==> src/rtl/afe_buf_wr_arbiter.sv <==
// -----------------------------------------------------------------------------
// afe_buf_wr_arbiter
//
// Shares the single write port of the AFE sample buffer between NUM_ADCS ADC
// readout tops. Each ADC's sample pulse lands in a one-deep holding slot. A
// round-robin FSM (IDLE -> GRANT -> WRITE) grants one ADC at a time, waits for
// that ADC's write-grant acknowledge and then issues exactly one buffer write
// using the address the ADC presented in the ack cycle.
//
// Ports:
//   clk_i, rst_i        clock, synchronous active-high reset
//   arb_en_i            0 = no new grants (a running transaction completes)
//   buf_busy_i          read side owns the buffer; blocks new grants only
//   adc_valid_i[n]      sample-valid pulse of ADC n
//   adc_data_i          packed samples, ADC0 in the LSBs
//   adc_buf_addr_i      packed current buffer address per ADC
//   wr_grant_ack_i[n]   write-grant acknowledge of ADC n
//   err_clr_i           clears the sticky ovf_o / tmo_o flags
//   adc_grant_o         one-hot (or zero) grant to the ADC tops
//   buf_wr_en_o         one-cycle buffer write strobe
//   buf_wr_addr_o/data  write address/data, held while buf_wr_en_o is low
//   pending_o[n]        holding slot n occupied
//   ovf_o[n]            sticky: a sample of ADC n was dropped
//   tmo_o[n]            sticky: ADC n did not ack within ACK_TIMEOUT cycles
// -----------------------------------------------------------------------------
module afe_buf_wr_arbiter #(
    parameter int NUM_ADCS    = 4,
    parameter int DATA_WIDTH  = 32,
    parameter int BUF_AWIDTH  = 10,
    parameter int ACK_TIMEOUT = 15
) (
    input  logic                           clk_i,
    input  logic                           rst_i,
    input  logic                           arb_en_i,
    input  logic                           buf_busy_i,
    input  logic [NUM_ADCS-1:0]            adc_valid_i,
    input  logic [NUM_ADCS*DATA_WIDTH-1:0] adc_data_i,
    input  logic [NUM_ADCS*BUF_AWIDTH-1:0] adc_buf_addr_i,
    input  logic [NUM_ADCS-1:0]            wr_grant_ack_i,
    input  logic                           err_clr_i,
    output logic [NUM_ADCS-1:0]            adc_grant_o,
    output logic                           buf_wr_en_o,
    output logic [BUF_AWIDTH-1:0]          buf_wr_addr_o,
    output logic [DATA_WIDTH-1:0]          buf_wr_data_o,
    output logic [NUM_ADCS-1:0]            pending_o,
    output logic [NUM_ADCS-1:0]            ovf_o,
    output logic [NUM_ADCS-1:0]            tmo_o
);

    localparam int                IDX_W        = $clog2(NUM_ADCS);
    localparam logic [IDX_W:0]    NUM_ADCS_EXT = (IDX_W+1)'(NUM_ADCS);
    localparam logic [IDX_W-1:0]  LAST_IDX     = IDX_W'(NUM_ADCS - 1);
    localparam logic [7:0]        TMO_LAST     = 8'(ACK_TIMEOUT - 1);

    typedef enum logic [1:0] {
        ST_IDLE,
        ST_GRANT,
        ST_WRITE
    } state_t;

    // Unpacked views of the packed per-ADC buses.
    logic [NUM_ADCS-1:0][DATA_WIDTH-1:0] adc_data_a;
    logic [NUM_ADCS-1:0][BUF_AWIDTH-1:0] adc_addr_a;
    assign adc_data_a = adc_data_i;
    assign adc_addr_a = adc_buf_addr_i;

    state_t                              state_q, state_d;
    logic [IDX_W-1:0]                    rr_ptr_q, rr_ptr_d;
    logic [IDX_W-1:0]                    winner_q, winner_d;
    logic [NUM_ADCS-1:0]                 grant_q, grant_d;
    logic [7:0]                          tmo_cnt_q, tmo_cnt_d;
    logic                                wr_en_q, wr_en_d;
    logic [BUF_AWIDTH-1:0]               wr_addr_q, wr_addr_d;
    logic [DATA_WIDTH-1:0]               wr_data_q, wr_data_d;
    logic [NUM_ADCS-1:0]                 pending_q, pending_d;
    logic [NUM_ADCS-1:0]                 ovf_q, ovf_d;
    logic [NUM_ADCS-1:0]                 tmo_q, tmo_d;
    logic [NUM_ADCS-1:0][DATA_WIDTH-1:0] slot_data_q, slot_data_d;

    logic                                search_hit;
    logic [IDX_W-1:0]                    search_idx;
    logic                                start_grant;
    logic                                ack_accept;
    logic                                timeout_hit;
    logic [IDX_W-1:0]                    next_ptr;
    logic [NUM_ADCS-1:0]                 release_vec;
    logic [NUM_ADCS-1:0]                 ovf_set;
    logic [NUM_ADCS-1:0]                 tmo_set;

    // -------------------------------------------------------------------------
    // Round-robin search: first pending slot at or above rr_ptr, wrapping.
    // Scanning from the far end lets the closest candidate overwrite the rest.
    // -------------------------------------------------------------------------
    always_comb begin
        // NOTE: every always_comb output gets a default first so no path can
        // leave it unassigned and infer a latch.
        logic [IDX_W:0] cand;
        search_hit = 1'b0;
        search_idx = '0;
        cand       = '0;
        for (int i = NUM_ADCS - 1; i >= 0; i--) begin
            cand = {1'b0, rr_ptr_q} + (IDX_W+1)'(i);
            if (cand >= NUM_ADCS_EXT) begin
                cand = cand - NUM_ADCS_EXT;
            end
            if (pending_q[cand[IDX_W-1:0]]) begin
                search_hit = 1'b1;
                search_idx = cand[IDX_W-1:0];
            end
        end
    end

    assign start_grant = (state_q == ST_IDLE) && arb_en_i && !buf_busy_i && search_hit;
    assign ack_accept  = (state_q == ST_GRANT) && wr_grant_ack_i[winner_q];
    assign timeout_hit = (state_q == ST_GRANT) && !wr_grant_ack_i[winner_q]
                         && (tmo_cnt_q == TMO_LAST);
    assign next_ptr    = (winner_q == LAST_IDX) ? '0 : winner_q + IDX_W'(1);

    always_comb begin
        release_vec = '0;
        if (ack_accept) begin
            release_vec[winner_q] = 1'b1;
        end
    end

    // -------------------------------------------------------------------------
    // FSM next-state logic
    // -------------------------------------------------------------------------
    always_comb begin
        state_d = state_q;
        unique case (state_q)
            ST_IDLE:  if (start_grant) state_d = ST_GRANT;
            ST_GRANT: begin
                if (ack_accept) begin
                    state_d = ST_WRITE;
                end else if (timeout_hit) begin
                    state_d = ST_IDLE;
                end
            end
            ST_WRITE: state_d = ST_IDLE;
            default:  state_d = ST_IDLE;
        endcase
    end

    // -------------------------------------------------------------------------
    // FSM outputs: grant, pointer, timeout counter and write port registers.
    // -------------------------------------------------------------------------
    always_comb begin
        grant_d   = grant_q;
        winner_d  = winner_q;
        rr_ptr_d  = rr_ptr_q;
        tmo_cnt_d = tmo_cnt_q;
        wr_en_d   = 1'b0;
        wr_addr_d = wr_addr_q;
        wr_data_d = wr_data_q;
        tmo_set   = '0;
        unique case (state_q)
            ST_IDLE: begin
                tmo_cnt_d = '0;
                grant_d   = '0;
                if (start_grant) begin
                    winner_d            = search_idx;
                    grant_d[search_idx] = 1'b1;
                end
            end
            ST_GRANT: begin
                if (ack_accept) begin
                    // Address is the ADC's pre-increment value seen in the ack cycle.
                    wr_addr_d = adc_addr_a[winner_q];
                    wr_data_d = slot_data_q[winner_q];
                    wr_en_d   = 1'b1;
                    grant_d   = '0;
                    rr_ptr_d  = next_ptr;
                end else if (timeout_hit) begin
                    tmo_set[winner_q] = 1'b1;
                    grant_d           = '0;
                    rr_ptr_d          = next_ptr;
                end else begin
                    tmo_cnt_d = tmo_cnt_q + 8'd1;
                end
            end
            ST_WRITE: grant_d = '0;
            default:  grant_d = '0;
        endcase
    end

    // -------------------------------------------------------------------------
    // Holding slots. A release in the same cycle as a new pulse frees room for
    // it, so that case is a capture rather than an overflow.
    // -------------------------------------------------------------------------
    always_comb begin
        pending_d   = pending_q;
        slot_data_d = slot_data_q;
        ovf_set     = '0;
        for (int n = 0; n < NUM_ADCS; n++) begin
            if (adc_valid_i[n]) begin
                if (!pending_q[n] || release_vec[n]) begin
                    slot_data_d[n] = adc_data_a[n];
                    pending_d[n]   = 1'b1;
                end else begin
                    ovf_set[n] = 1'b1;
                end
            end else if (release_vec[n]) begin
                pending_d[n] = 1'b0;
            end
        end
    end

    // Clear only wipes flags that are not being set in the same cycle.
    always_comb begin
        ovf_d = (err_clr_i ? '0 : ovf_q) | ovf_set;
        tmo_d = (err_clr_i ? '0 : tmo_q) | tmo_set;
    end

    // -------------------------------------------------------------------------
    // State registers
    // -------------------------------------------------------------------------
    always_ff @(posedge clk_i) begin
        // NOTE: sequential state uses non-blocking assignments so every flop
        // samples the pre-edge values regardless of statement order.
        if (rst_i) begin
            state_q   <= ST_IDLE;
            rr_ptr_q  <= '0;
            winner_q  <= '0;
            grant_q   <= '0;
            tmo_cnt_q <= '0;
            wr_en_q   <= 1'b0;
            wr_addr_q <= '0;
            wr_data_q <= '0;
            pending_q <= '0;
            ovf_q     <= '0;
            tmo_q     <= '0;
        end else begin
            state_q   <= state_d;
            rr_ptr_q  <= rr_ptr_d;
            winner_q  <= winner_d;
            grant_q   <= grant_d;
            tmo_cnt_q <= tmo_cnt_d;
            wr_en_q   <= wr_en_d;
            wr_addr_q <= wr_addr_d;
            wr_data_q <= wr_data_d;
            pending_q <= pending_d;
            ovf_q     <= ovf_d;
            tmo_q     <= tmo_d;
        end
    end

    // NOTE: slot data is storage, not control; it is never read unless its
    // pending bit is set, so it carries no reset.
    always_ff @(posedge clk_i) begin
        slot_data_q <= slot_data_d;
    end

    assign adc_grant_o   = grant_q;
    assign buf_wr_en_o   = wr_en_q;
    assign buf_wr_addr_o = wr_addr_q;
    assign buf_wr_data_o = wr_data_q;
    assign pending_o     = pending_q;
    assign ovf_o         = ovf_q;
    assign tmo_o         = tmo_q;

endmodule

==> config.mk <==
export PLATFORM = sky130hd
export DESIGN_NAME = afe_buf_wr_arbiter
export DESIGN_NICKNAME = d
export VERILOG_FILES = /design/src/rtl/afe_buf_wr_arbiter.sv
export SDC_FILE = /design/constraint.sdc
export NUM_CORES = 1
export LEC_CHECK = 0
export CAP_MARGIN = 0
export CORE_MARGIN = 1.5
export CORE_UTILIZATION = 50
export DETAILED_ROUTE_END_ITERATION = 16
export PLACE_DENSITY = 0.81
export SLEW_MARGIN = 20
export SYNTH_ARGS = -nofsm -noshare
export SYNTH_HDL_FRONTEND = slang
export SYNTH_SLANG_ARGS = --single-unit
export TNS_END_PERCENT = 30
==> constraint.sdc <==
create_clock -name clk_i -period 12.85 [get_ports clk_i]
set_clock_uncertainty 0.2 [all_clocks]
set_input_delay 1.285 -clock clk_i [delete_from_list [all_inputs] [get_ports clk_i]]
set_output_delay 1.285 -clock clk_i [all_outputs]
set_load 0.02 [all_outputs]
### Word level (Yosys, flattened, before mapping)

Index checks and enable logic that the tools add are counted.

| storage, ports and cells | value |
|---|---|
| output and inout bits | 59 |
| flip-flop bits (word level) | 201 |
| word-level logic and storage cells | 163 |
| input port bits | 181 |

| operators by class | value |
|---|---|
| reductions and logical operators | 39 |
| multiplexer cells | 71 |
| add/subtract/negate cells | 9 |
| equality and inequality tests | 11 |
| $lt $le $gt $ge | 12 |
| bitwise gates (word level) | 3 |

Operator list:

| kind | count |
|---|---|
| 32-bit binary-select mux with 2-bit select | 1 |
| 4-bit two-way mux | 9 |
| 1-bit two-way mux | 32 |
| 32-bit two-way mux | 1 |
| 2-bit two-way mux | 14 |
| 2-bit AND reduction | 12 |
| 10-bit binary-select mux with 2-bit select | 1 |
| 2-bit by 3-bit less-than comparator with 1-bit output, second input constant | 6 |
| 8-bit two-way mux | 2 |
| 8-bit one-hot mux with 2 select lines | 1 |
| 2-bit nonzero test | 6 |
| 1-bit binary-select mux with 2-bit select | 5 |
| 10-bit two-way mux | 1 |
| 3-bit greater-or-equal comparator, second input constant | 3 |
| 8-bit by 1-bit adder with 8-bit output, second input constant | 1 |
| 8-bit by 4-bit == test with 1-bit output, second input constant | 1 |
| 1-bit logical AND | 8 |
| 2-bit by 1-bit != test with 1-bit output, second input constant | 4 |
| 4-bit bitwise OR | 2 |
| 4-bit one-hot mux with 2 select lines | 1 |
| 2-bit by 1-bit subtractor with 2-bit output, second input constant | 4 |
| 2-bit by 2-bit adder with 3-bit output, second input constant | 2 |
| 1-bit logical NOT | 6 |
| 2-bit != test, second input constant | 3 |
| other kinds (14) | 19 |

### Longest topological paths before layout

| depth | value |
|---|---|
| word-level depth | 15 |
| depth in mapped cells | 7 |

### Least setup slack after synthesis

OpenSTA, ideal clock, no wires.

| timing path | value |
|---|---|
| kind | in2reg |
| from | input wr_grant_ack_i[1] |
| to | register slot_data_q[100] in the netlist's numbering, enable pin |
| buffers on the path | 1 |
| stages | 5 |
| arrival | 4.336 ns |
| setup slack | 7.843 ns |
| data required time | 12.179 ns |
| path through | mux4_2 and2_1 buf_2 nand2_1 a21boi_0 |

| between the ends | value |
|---|---|
| word-level cells in the longest chain between the ends | 6 |

RTL lines:

| what | RTL line | RTL |
|---|---|---|
| start: declaration | 39 | `input logic [NUM_ADCS-1:0] wr_grant_ack_i,` |
| 1-bit binary-select mux with 2-bit select | 114 | `assign ack_accept = (state_q == ST_GRANT) && wr_grant_ack_i[winner_q];` |
| 1-bit two-way mux (implied by the code) | 114 |  |
| 1-bit logical AND | 114 |  |
| 4-bit two-way mux | 121 | `if (ack_accept) begin` |
| 1-bit logical OR | 197 | `if (!pending_q[n] \|\| release_vec[n]) begin` |
| 2-bit AND reduction (no line) | n/a |  |
| end signal: assignment | 251 | `slot_data_q <= slot_data_d;` |
| end: declaration | 78 | `logic [NUM_ADCS-1:0][DATA_WIDTH-1:0] slot_data_q, slot_data_d;` |

Every way passes these cells. The select of a mux whose other input is x is not followed.
A chain may end at the register's enable or synchronous reset.

### Final worst setup path

| timing path | value |
|---|---|
| from | input wr_grant_ack_i[2] |
| to | register slot_data_q[56] in the netlist's numbering, enable pin |

Same word-level chain as after synthesis.

==> qor.csv <==
stage;metric;value;unit
clock_network;CTS tree;built;
synth;Synth Warn #;0;
floorplanning;Die H;127;µm
layout;most frequent cells in the layout;238 x clkdlybuf4s50_1, 128 x edfxtp_1, 100 x nand2_1, 71 x dfxtp_1, 60 x a21oi_1;
critical_path;Critical Path Start;wr_grant_ack_i[2];
timing;Setup WS post-layout;9080;ps
critical_path;startpoint types;primary input;
layout;fill cell count;925;
global_routing;largest net degree at the start of global routing;72;
timing;final hold violation count;0;
critical_path;reg-to-reg slack, setup;9150;ps
synth;EDFF count, synth;128;
timing;Rel. slew slack;37.0;%
drt;# DRC;0;
synth;syn nets;719;
global_routing;initial antenna violation count;2;
layout;final instance area;11100;µm²
place;IO Port Bufs;239;
timing;max-slew violation count;0;
critical_path;Crit Path Category;primary input to register;
synth;Mapped Area;7730;µm²
synth;Synth top area share;49.7;%
critical_path;Crit. End Element;register;
clock_network;# resized after CTS;0;
floorplanning;Starting Density;51.1;%
power_and_ir_drop;leakage power;3.71;nW
global_routing;Tot GR Track Use;24.0;%
power_and_ir_drop;maximum VDD drop;123;µV
synth;Synth cell types;42;
synth;Seq/Total Area, Yosys;68.6;%
floorplanning;Die ar.;16200;µm²
clock_network;Num CTS Buffers;21;
drt;final wirelength;19.6;mm
clock_network;CTS root buf;clkbuf_16;
synth;cell accounting for the most synthesized area;edfxtp_1;
timing;endpoints failing setup;0;
clock_network;Max Buffers Root-to-Sink;3;
synth;Syn Area/Cell;14.5;µm²
clock_network;CTS clk-pin slew, worst paths;60;ps
layout;number of antenna diodes;0;
floorplanning;core area;15100;µm²
synth;Mapped Cells;532;
place;dpl hpwl;13.7;mm
drt;vias per cell;5.41;
drt;Final ANT Viol Nets;0;
synth;post-synthesis register bit count;201;
clock_network;Post-CTS Setup Bufs;0;
floorplanning;IO Pins;240;
critical_path;CP Max Fanout;35;
layout;Final nets;961;
power_and_ir_drop;pwr/cell area;133;nW/µm²
drt;routed len/inst;20.0;µm
layout;commonest non-fill, non-tap cell in the layout;clkdlybuf4s50_1;
critical_path;Reg2Reg Depth;7;
critical_path;Req. time, crit path;12770;ps
floorplanning;FP Rows;45;
power_and_ir_drop;total power;1.47;mW
clock_network;worst skew pair latency;480;ps
place;placed inst area;10300;µm²
timing;slew at the pin with the worst max-slew slack;942;ps
floorplanning;die width;127;µm
timing;final setup TNS;0;ps
drt;Iteration-0 DRC Markers;356;
critical_path;reg2reg end;slot_data_q[56];
clock_network;hold-fix buffer count after cts;0;
clock_network;CTS sink count;201;
job;MaxCap Viol Count;0;
critical_path;CP arrival;3690;ps
timing;fmax;265;MHz
critical_path;worst setup path endpoint;slot_data_q[56];
critical_path;reg2reg start;winner_q[0];
timing;RSZ-0062 raised after global routing;no;
synth;Top FF cell, synth;edfxtp_1;
run_status;status;finished, final reports clean;
min_path;Hold Path Class;register to register;
global_routing;vias in the first global route;5714;
clock_network;H-Tree Depth;1;
layout;area overhead of the layout relative to synthesis;43.0;%
drt;DR vias;5278;
place;gpl congestion;0.815;
timing;Period minus WS final;3770;ps
global_routing;first-pass GRT wire length;29.6;mm
synth;fraction of registers with async set/reset;0;%
drt;Detailed Routing Iterations Pass 1;5;
layout;layout cell share with drive strength beyond 1;12.2;%
synth;Area contributors post-synth;edfxtp_1 50%, dfxtp_1 19%, mux4_2 13%;
timing;period utilisation layout;29.4;%
place;dpl ws;8590;ps
global_routing;gr ovfl total;0;
[where the power goes]
group | internal, mW | switching (mW) | total, mW
Combinational | 0.0865 | 0.0600 | 0.146
Sequential | 0.721 | 0.0129 | 0.734
Clock | 0.358 | 0.230 | 0.589
Total | 1.17 | 0.303 | 1.47
[kinds of logic after synthesis]
group,synth area share [%]
XOR/XNOR,0.566
multiplexers,12.8
buffers and inverters,1.97
flip-flops,68.6
AND/OR/NAND/NOR,8.85
AO/OA/AOI/OAI,6.26
adder cells (fa/ha/maj),0.971
[flip-flops by register name (all words and copies together), names as in the netlist, 4 cells and up]
register	cells
adc_grant_o	4
buf_wr_addr_o	10
buf_wr_data_o	32
ovf_o	4
pending_o	4
slot_data_q	128
tmo_cnt_q	8
tmo_o	4
[worst min-delay path by stage]
stage,from,end,slack [ps],cells past startpoint
final,buf_wr_addr_o[2],buf_wr_addr_o[2],260,2
after detailed placement,buf_wr_addr_o[3],buf_wr_addr_o[3],250,2
after CTS,adc_grant_o[0],adc_grant_o[0],260,2
after global routing,buf_wr_addr_o[7],buf_wr_addr_o[7],270,2
after floorplan,tmo_cnt_q[7],tmo_cnt_q[7],270,2
after global placement,buf_wr_data_o[26],buf_wr_data_o[26],240,2
[synth_stat cells, types with 4 or more instances]
master,number
nand3_1,5
clkbuf_1,12
dfxtp_1,73
inv_1,6
ha_1,6
edfxtp_1,128
buf_2,14
a21boi_0,5
nor2b_1,6
nand2_1,100
a21oi_1,60
nand4b_1,4
nor2_1,27
a22o_1,4
mux4_2,43
[critical path, stage by stage]
cell and delay, ps:
clkdlybuf4s50_1 460, mux4_2 320, and2_2 320, buf_4 420, nand2_1 210, a21boi_4 180
buf_4 440
[cell type report]
| type | count | area [µm²] | area share [%] |
|---|---|---|---|
| inverter | 6 | 22.5 | 0.204 |
| clock inverter | 10 | 104 | 0.939 |
| clock buffer | 27 | 579 | 5.24 |
| tap | 188 | 235 | 2.13 |
| sequential | 201 | 5310 | 48.0 |
| multi-input combinational | 297 | 2320 | 21.0 |
| timing repair buffer | 247 | 2490 | 22.5 |
[metal layers]
metal	wire (µm)	vias to the layer above	GRT usage [%]
met3	1670	39	5.23
met5	13	-	0
met1	7530	2513	29.0
met2	9860	260	43.6
li1	-	2464	-
met4	481	2	6.62
[metrics by stage]
step                cells  util [%]  hold slack [ps]
detailed placement    938      68.3              248
floorplan             532         -              272
CTS                   975      72.8              257
global route          976      73.0              273
global placement      937      68.2              242
finish                976      73.0              255
(Power assumes the default switching activity.)
